[config.mk]
export PLATFORM = sky130hd
export DESIGN_NAME = axi4lite_write_slave_q_flat
export DESIGN_NICKNAME = d
export VERILOG_FILES = /design/src/rtl/axi4lite_write_slave_q_if.sv /design/src/rtl/axi4lite_write_slave_q.sv /design/src/flat_wrapper.sv
export SDC_FILE = /design/constraint.sdc
export NUM_CORES = 1
export LEC_CHECK = 0
export BUFFER_PORTS_ARGS = -buffer_cell sky130_fd_sc_hd__buf_2
export CAP_MARGIN = 20
export CELL_PAD_IN_SITES_DETAIL_PLACEMENT = 1
export CELL_PAD_IN_SITES_GLOBAL_PLACEMENT = 2
export CORE_MARGIN = 2
export CORE_UTILIZATION = 50
export CTS_BUF_LIST = sky130_fd_sc_hd__clkbuf_4
export CTS_CLUSTER_DIAMETER = 30
export DETAILED_ROUTE_END_ITERATION = 16
export GPL_ROUTABILITY_DRIVEN = 1
export PLACE_DENSITY = 0.94
export SETUP_SLACK_MARGIN = 0.4
export SLEW_MARGIN = 10
export SYNTH_ARGS = -nofsm -noshare
export SYNTH_HDL_FRONTEND = slang
export SYNTH_SLANG_ARGS = --single-unit
[constraint.sdc]
create_clock -name aclk -period 4 [get_ports aclk]
set_input_delay 0.8 -clock aclk [delete_from_list [all_inputs] [get_ports aclk]]
set_output_delay 0.8 -clock aclk [all_outputs]
set_load 0.01 [all_outputs]
[src/rtl/axi4lite_write_slave_q_if.sv]
// AXI4-Lite write-channel bundle (AW, W, B) for the queued write slave.
// The slave modport faces the interconnect; the master modport drives it.
interface axi4lite_write_slave_q_if #(
  parameter int DATA_W = 32,
  parameter int ADDR_W = 32
);
  logic                  awvalid;
  logic                  awready;
  logic [ADDR_W-1:0]     awaddr;
  logic [2:0]            awprot;
  logic                  wvalid;
  logic                  wready;
  logic [DATA_W-1:0]     wdata;
  logic [DATA_W/8-1:0]   wstrb;
  logic                  bvalid;
  logic                  bready;
  logic [1:0]            bresp;

  modport slave (
    input  awvalid, awaddr, awprot,
    input  wvalid, wdata, wstrb,
    input  bready,
    output awready, wready,
    output bvalid, bresp
  );

  modport master (
    output awvalid, awaddr, awprot,
    output wvalid, wdata, wstrb,
    output bready,
    input  awready, wready,
    input  bvalid, bresp
  );
endinterface

[src/rtl/axi4lite_write_slave_q.sv]
// AXI4-Lite write slave: AW/W hold registers, range-checked command
// queue, one-cycle byte-enable strobe to the backend, in-order B responses.
module axi4lite_write_slave_q #(
  parameter int              DATA_W = 32,
  parameter int              ADDR_W = 32,
  parameter int              DEPTH  = 4,
  parameter longint unsigned BASE   = 0,
  parameter longint unsigned SIZE   = 4096
) (
  input  logic                        aclk,
  input  logic                        aresetn,
  axi4lite_write_slave_q_if.slave     s,
  input  logic                        stall,
  output logic [DATA_W/8-1:0]         en,
  output logic [ADDR_W-1:0]           addr,
  output logic [DATA_W-1:0]           data,
  output logic [$clog2(DEPTH+1)-1:0]  pending
);

  localparam int SW  = DATA_W / 8;
  localparam int LSB = $clog2(SW);
  localparam int PW  = $clog2(DEPTH + 1);
  localparam int QW  = $clog2(DEPTH);

  localparam logic [PW-1:0]   FULL = PW'(DEPTH);
  localparam logic [ADDR_W:0] LO   = (ADDR_W+1)'(BASE);
  localparam logic [ADDR_W:0] HI   = LO + (ADDR_W+1)'(SIZE);

  localparam logic [1:0] OKAY   = 2'b00;
  localparam logic [1:0] SLVERR = 2'b10;
  localparam logic [1:0] DECERR = 2'b11;

  typedef struct packed {
    logic [ADDR_W-1:0] a;
    logic [DATA_W-1:0] d;
    logic [SW-1:0]     st;
    logic [1:0]        r;
  } entry_t;

  entry_t            q [DEPTH];
  logic [QW-1:0]     wr_ptr;
  logic [QW-1:0]     rd_ptr;

  logic              aw_full;
  logic              w_full;
  logic [ADDR_W-1:0] aw_addr_q;
  logic [DATA_W-1:0] w_data_q;
  logic [SW-1:0]     w_strb_q;

  logic              aw_hs;
  logic              w_hs;
  logic              push;
  logic              pop;
  logic              aw_full_d;
  logic              w_full_d;
  logic [ADDR_W:0]   a_x;
  logic              dec_err;
  logic              mis;
  logic [1:0]        resp_c;
  logic              unused_prot;

  assign unused_prot = ^s.awprot;

  assign aw_hs = s.awvalid & s.awready;
  assign w_hs  = s.wvalid & s.wready;

  // Full test uses the pre-edge occupancy: no bypass on a same-cycle pop.
  assign push = aw_full & w_full & (pending < FULL);
  assign pop  = (pending != '0) & ~stall & (~s.bvalid | s.bready);

  assign aw_full_d = push ? 1'b0 : (aw_full | aw_hs);
  assign w_full_d  = push ? 1'b0 : (w_full | w_hs);

  assign a_x     = {1'b0, aw_addr_q};
  assign dec_err = (a_x < LO) | (a_x >= HI);
  assign mis     = aw_addr_q[LSB-1:0] != '0;

  always_comb begin
    resp_c = OKAY;
    priority case (1'b1)
      dec_err: resp_c = DECERR;
      mis:     resp_c = SLVERR;
      default: resp_c = OKAY;
    endcase
  end

  always_ff @(posedge aclk or negedge aresetn) begin
    if (!aresetn) begin
      aw_full   <= 1'b0;
      w_full    <= 1'b0;
      aw_addr_q <= '0;
      w_data_q  <= '0;
      w_strb_q  <= '0;
      s.awready <= 1'b0;
      s.wready  <= 1'b0;
      s.bvalid  <= 1'b0;
      s.bresp   <= OKAY;
      wr_ptr    <= '0;
      rd_ptr    <= '0;
      pending   <= '0;
      en        <= '0;
      addr      <= '0;
      data      <= '0;
      for (int i = 0; i < DEPTH; i++) begin
        q[i] <= '0;
      end
    end else begin
      aw_full   <= aw_full_d;
      w_full    <= w_full_d;
      s.awready <= ~aw_full_d;
      s.wready  <= ~w_full_d;

      if (aw_hs) begin
        aw_addr_q <= s.awaddr;
      end
      if (w_hs) begin
        w_data_q <= s.wdata;
        w_strb_q <= s.wstrb;
      end

      if (push) begin
        q[wr_ptr] <= '{a: aw_addr_q, d: w_data_q,
                       st: w_strb_q, r: resp_c};
        wr_ptr    <= wr_ptr + 1'b1;
      end

      if (pop) begin
        rd_ptr   <= rd_ptr + 1'b1;
        addr     <= q[rd_ptr].a;
        data     <= q[rd_ptr].d;
        en       <= (q[rd_ptr].r == OKAY) ? q[rd_ptr].st : '0;
        s.bvalid <= 1'b1;
        s.bresp  <= q[rd_ptr].r;
      end else begin
        en <= '0;
        if (s.bready) begin
          s.bvalid <= 1'b0;
        end
      end

      unique case ({push, pop})
        2'b10:   pending <= pending + 1'b1;
        2'b01:   pending <= pending - 1'b1;
        default: pending <= pending;
      endcase
    end
  end

endmodule

[src/flat_wrapper.sv]
// flat-port wrapper written by rule: the top's interface ports become plain ports
module axi4lite_write_slave_q_flat 
#(
  parameter int              DATA_W = 32,
  parameter int              ADDR_W = 32,
  parameter int              DEPTH  = 4,
  parameter longint unsigned BASE   = 0,
  parameter longint unsigned SIZE   = 4096
)
  (aclk, aresetn, stall, en, addr, data, pending, s_awvalid, s_awaddr, s_awprot, s_wvalid, s_wdata, s_wstrb, s_bready, s_awready, s_wready, s_bvalid, s_bresp);
  axi4lite_write_slave_q_if #(.DATA_W(DATA_W), .ADDR_W(ADDR_W)) s_i ();
  input  logic aclk;
  input  logic aresetn;
  input  logic stall;
  output logic [DATA_W/8-1:0] en;
  output logic [ADDR_W-1:0] addr;
  output logic [DATA_W-1:0] data;
  output logic [$clog2(DEPTH+1)-1:0] pending;
  input wire logic [$bits(s_i.awvalid)-1:0] s_awvalid;
  input wire logic [$bits(s_i.awaddr)-1:0] s_awaddr;
  input wire logic [$bits(s_i.awprot)-1:0] s_awprot;
  input wire logic [$bits(s_i.wvalid)-1:0] s_wvalid;
  input wire logic [$bits(s_i.wdata)-1:0] s_wdata;
  input wire logic [$bits(s_i.wstrb)-1:0] s_wstrb;
  input wire logic [$bits(s_i.bready)-1:0] s_bready;
  output wire logic [$bits(s_i.awready)-1:0] s_awready;
  output wire logic [$bits(s_i.wready)-1:0] s_wready;
  output wire logic [$bits(s_i.bvalid)-1:0] s_bvalid;
  output wire logic [$bits(s_i.bresp)-1:0] s_bresp;
  assign s_i.awvalid = s_awvalid;
  assign s_i.awaddr = s_awaddr;
  assign s_i.awprot = s_awprot;
  assign s_i.wvalid = s_wvalid;
  assign s_i.wdata = s_wdata;
  assign s_i.wstrb = s_wstrb;
  assign s_i.bready = s_bready;
  assign s_awready = s_i.awready;
  assign s_wready = s_i.wready;
  assign s_bvalid = s_i.bvalid;
  assign s_bresp = s_i.bresp;
  axi4lite_write_slave_q #(.DATA_W(DATA_W), .ADDR_W(ADDR_W), .DEPTH(DEPTH), .BASE(BASE), .SIZE(SIZE)) u_core (.aclk(aclk), .aresetn(aresetn), .s(s_i), .stall(stall), .en(en), .addr(addr), .data(data), .pending(pending));
endmodule
* Yosys cells after proc, flatten, opt, wreduce, memory -nomap -nowiden
Cells that the tools add are included.
** Storage, ports and cells
- Bits of input ports :: 77
- Output and inout port bits :: 76
- Register bits :: 430
- Word-level logic and storage cells :: 80
** Cells by class
- Eq/ne operators :: 2
- Mux-type cells :: 15
- Bitwise operators :: 16
- Add/subtract/negate cells :: 4
- Magnitude comparators :: 6
- Reductions and logical operators :: 6
** Operator list (number)
- $bwmux W280 :: 1
- $mux W70 :: 3
- $bmux W70 S2 :: 1
- $demux W70 S2 :: 1
- $ge A32 B13 Y1 const B :: 1
- $lt A32 B1 Y1 const B :: 1
- $mux W4 :: 2
- $and A1 B1 Y1 :: 6
- $ge A3 B3 Y1 const B :: 2
- $not A2 Y3 :: 2
- $pmux W3 S2 :: 1
- $reduce_bool A2 Y1 :: 3
- $add A2 B1 Y2 const B :: 2
- $mux W1 :: 4
- $mux W2 :: 2
- $not A1 Y1 :: 4
- $or A1 B1 Y1 :: 4
- $add A3 B1 Y3 const B :: 1
- $lt A3 B1 Y1 const B :: 1
- $lt A3 B3 Y1 const B :: 1
- $reduce_bool A3 Y1 :: 1
- $sub A3 B1 Y3 const B :: 1
- $eq A2 B1 Y1 const B :: 1
- $eq A2 B2 Y1 const B :: 1
- 2 further kinds :: 2

* Longest topological paths before layout
- Word-level depth :: 7
- Depth in mapped cells :: 9
- Depth with buffers taken out :: 8

* Least setup slack after synthesis
OpenSTA, ideal clock, no wires.
- Path type :: input to register
- Start point :: in s_bready
- End point :: reg u_core.pending[2]
- Data required time :: 3921 ps
- Path buffers :: 1
- Arrival time :: 2427 ps
- Setup time :: 79 ps
- Path slack :: 1494 ps
- Stages :: 9
- Cell sequence :: nor2b_1 nor3_4 buf_6 ha_1 inv_1 fa_1 xor2_1 nor2_1 xor2_1
** Between the ends
- Word-level cells in the longest chain between the ends :: 4
- Elaborated cells between the ends (all ways) :: 6
- Classes of those cells :: eq/ne (2); mux (1); bitwise (2); reduce/logical (1)
** RTL lines
- start, declared :: RTL line flat_wrapper.sv:25 : input wire logic [$bits(s_i.bready)-1:0] s_bready;
- $or A1 B1 Y1 * :: RTL line axi4lite_write_slave_q.sv:69 : assign pop = (pending != '0) & ~stall & (~s.bvalid | s.bready);
- $and A1 B1 Y1 * :: RTL line axi4lite_write_slave_q.sv:69
- named net u_core.pop :: RTL line axi4lite_write_slave_q.sv:53 : logic pop;
- $eq A2 B1 Y1 or $eq A2 B2 Y1 (tied branches) :: RTL line axi4lite_write_slave_q.sv:141 : unique case ({push, pop})
- $pmux W3 S2 or $reduce_bool A2 Y1 (tied branches)
- end signal, assigned :: RTL line axi4lite_write_slave_q.sv:142 : 2'b10: pending <= pending + 1'b1;
- end signal, assigned :: RTL line axi4lite_write_slave_q.sv:143 : 2'b01: pending <= pending - 1'b1;
- end signal, assigned :: RTL line axi4lite_write_slave_q.sv:144 : default: pending <= pending;
- end, declared :: RTL line axi4lite_write_slave_q.sv:17 : output logic [$clog2(DEPTH+1)-1:0] pending
The timed path passes the listed nets; every way through them passes the cells marked *.
A chain may end at the register's enable or synchronous reset.

* Worst setup path after layout
- Start point :: reg u_core.rd_ptr[0]
- End point :: reg u_core.addr[21]
** Between the ends
- Word-level cells in the longest chain between the ends :: 4
** RTL lines
- start, declared :: RTL line axi4lite_write_slave_q.sv:42 : logic [QW-1:0] rd_ptr;
- start signal, assigned :: RTL line axi4lite_write_slave_q.sv:128 : rd_ptr <= rd_ptr + 1'b1;
- $not A2 Y3 (implied by the code) :: RTL line axi4lite_write_slave_q.sv:129 : addr <= q[rd_ptr].a;
- $bmux W70 S2 :: RTL line axi4lite_write_slave_q.sv:129
- $mux W70 (implied by the code) (2 in a row) :: RTL line axi4lite_write_slave_q.sv:129
- end signal, assigned :: RTL line axi4lite_write_slave_q.sv:129
- end, declared :: RTL line axi4lite_write_slave_q.sv:15 : output logic [ADDR_W-1:0] addr,
Every way passes these cells. The select of a mux whose other input is x is not followed.

==> qor.yml <==
outcome: "complete, no violations"
r2r_start: "u_core.rd_ptr[0]"
cap_viol_max_count: 0
drtIter0Drc: 309
cp-end-kind: "flip-flop"
r2r_end: "u_core.addr[21]"
synth_fp_nets: 1127
fp-row-count: 69
synth_area_sq_um: 17900
p_int_mw: 11.9
min-delay-path-class: "in2async"
drive_above_1_share: 0.607
clock_tree.buffer_depth: 3
fin_nets: 1350
yosysSeqAreaShare: 0.602
drt-wirelength-per-cell_um: 21.5
vdd_drop_max_mv: 0.404
worst_pin_slew_ns: 1.00
worstPathArrival_ns: 3.02
core_area_sq_um: 35400
grt_pass1_wl_um: 61300
relSlewSlack: 0.332
final.setup.tns_ns: 0
cts_tree: "built"
ios: 153
finalNonFillerCells: 1810
rsz0062_at_grt: "no"
cts_max_level: 3
start_kind: "flip-flop"
gp_congestion: 0.687
cp_max_fo: 34
worstSkewPairLatency_ns: 0.78
netlist_instances: 1044
yosys_warnings: 0
finalClockSkew_ns: 0.0449
drc: 0
fin_crit_ns: 2.40
grt_start_max_net_pins: 94
clkSinkCount: 430
post_cts_buffers: 0
cts.hold.buffers_added: 0
rrSetupSlack_ns: 1.60
p_sw_mw: 5.44
r2r_cells: 3
dp_cells: 1610
start_util: 0.505
hold_viol_final: 0
cts_buffers: 116
via_count: 9906
min_period_over_period: 0.600
power.leakage_nw: 9.39
hpwl_um: 23400
clkPwrFrac: 0.216
holdWs_ns: 0.0818
area_delta_synth_final_pct: 14.5
clock.fmax_mhz: 417
crit_type: "reg2reg"
cp.required_ns: 4.62
p_comb_frac: 0.316
die-area_sq_um: 37300
maxSlewViolCount: 0
path_clk_slew_ns: 0.06
avgSynthCellArea_sq_um: 17.1
ant_nets: 0
swShare: 0.313
vias_per_cell: 5.47
cts-root-buf: "clkbuf_4"
antenna_found_initial: 2
port_buffers: 149
overflow: 0
ys_ff_latch: 430
p_per_area_nw_per_um2: 849
die_x_um: 193
wl_um: 38900
ys_types: 31
grt_pass1_vias: 11300
cts_resized: 0
finalSetupViolCount: 0
firstDrtPassIters: 4
seqPwrFrac: 0.468
dieHeight_um: 193
track_usage: 0.216
-- cell type report --
| type | instances | area [sq um] |
|---|---|---|
| multi-input cells | 541 | 6690 |
| fillers | 3347 | 14900 |
| diodes | 2 | 5.00 |
| flip-flops and latches | 430 | 10800 |
| inverters | 7 | 26.3 |
| repair buffers | 171 | 996 |
| clock buffers | 171 | 1280 |
| clock inverters | 27 | 139 |
| well taps | 461 | 577 |
-- worst max-delay path by stage --
stage	from	endpoint	slack [ns]	depth (start not counted)
3_3_place_gp	s_wvalid	u_core.w_data_q[30]	1.57	4
5_1_grt	u_core.rd_ptr[0]	u_core.addr[21]	1.47	3
3_5_place_dp	s_wvalid	u_core.w_strb_q[0]	1.56	4
4_1_cts	u_core.rd_ptr[0]	u_core.addr[21]	1.55	3
6_report	u_core.rd_ptr[0]	u_core.addr[21]	1.60	3
2_1_floorplan	s_bready	u_core.pending[2]	1.49	9
-- critical path, stage by stage, from the launching register on --
cell	delay [ns]
dfrtp_4	0.90
buf_4	0.42
mux4_1	0.60
mux2_2	0.28
-- synth_stat cells, drive strengths merged --
library cell | instances | area (sq um)
inv | 7 | 26.3
nor2 | 3 | 11.3
ha | 5 | 62.6
o21ai | 2 | 10.0
dfrtp | 430 | 10800
and2 | 2 | 12.5
mux2 | 407 | 4580
nor3 | 10 | 66.3
o21bai | 1 | 7.51
xor2 | 4 | 35.0
buf | 58 | 382
nor4 | 3 | 18.8
and3 | 5 | 31.3
mux2i | 1 | 10.0
xnor2 | 2 | 17.5
a31oi | 4 | 25.0
nor2b | 9 | 56.3
nand4b | 4 | 35.0
nor4b | 1 | 8.76
mux4 | 70 | 1640
clkbuf | 8 | 30.0
a21oi | 4 | 20.0
fa | 1 | 20.0
nand3b | 1 | 7.51
or4 | 2 | 15.0
-- cell usage in the layout (no fill, tap or decap), types with 3 or more instances in the layout --
cell,n
mux2_2,406
and3_1,5
a21oi_1,4
mux4_1,16
nor2b_1,9
xor2_1,4
buf_12,6
nand4b_1,4
clkinv_1,18
mux4_2,54
nor4_1,3
ha_1,5
nor3_1,8
nor2_1,3
buf_4,16
dfrtp_1,428
a31oi_1,4
buf_2,148
inv_1,7
clkinv_2,6
clkbuf_4,171
-- sequential cells by signal, summed over array words and instances (netlist names), 3 cells and up --
register	count
u_core.q	280
u_core.aw_addr_q	32
u_core.pending	3
u_core.en	4
u_core.data	32
u_core.w_strb_q	4
u_core.w_data_q	32
u_core.addr	32
-- per-stage QoR --
| step | setup slack [ns] | area [sq um] | util | power [mW] |
|---|---|---|---|---|
| 2_1_floorplan | 1.49 | 17900 | - | 12.0 |
| 3_3_place_gp | 1.57 | 19100 | 0.538 | 13.3 |
| 3_5_place_dp | 1.56 | 19100 | 0.538 | 13.8 |
| 4_1_cts | 1.55 | 20500 | 0.579 | 17.7 |
| 5_1_grt | 1.47 | 20500 | 0.579 | 18.6 |
| 6_report | 1.60 | 20500 | 0.579 | 17.4 |
-- routing by layer --
layer	global-route usage	share of wire	routed length, um
met1	0.270	0.43	16600
met4	0.0734	0.015	581
met3	0.0543	0.043	1680
met2	0.369	0.52	20100
met5	0	0	0
-- power groups by stage --
stage	Sequential, mW	Clock [mW]	Combinational, mW
4_1_cts	8.16	3.89	5.60
3_3_place_gp	8.01	0	5.31
2_1_floorplan	7.58	0	4.39
5_1_grt	8.47	4.13	5.97
6_report	8.14	3.75	5.49
3_5_place_dp	8.24	0	5.59
-- kinds of logic (layout without fill, tap and decap cells) --
family          count (synthesis)  after routing  share of synthesized area
xor+xnor                        6              6                    0.00294
buf+inv                        73            376                     0.0245
simple gates                   40             40                     0.0147
mux                           478            478                      0.348
fa+ha+maj                       6              6                    0.00462
flops                         430            430                      0.602
compound gates                 11             11                    0.00350
other cells                     0              2                          0
Note: power is estimated with default switching activity, not from simulation.
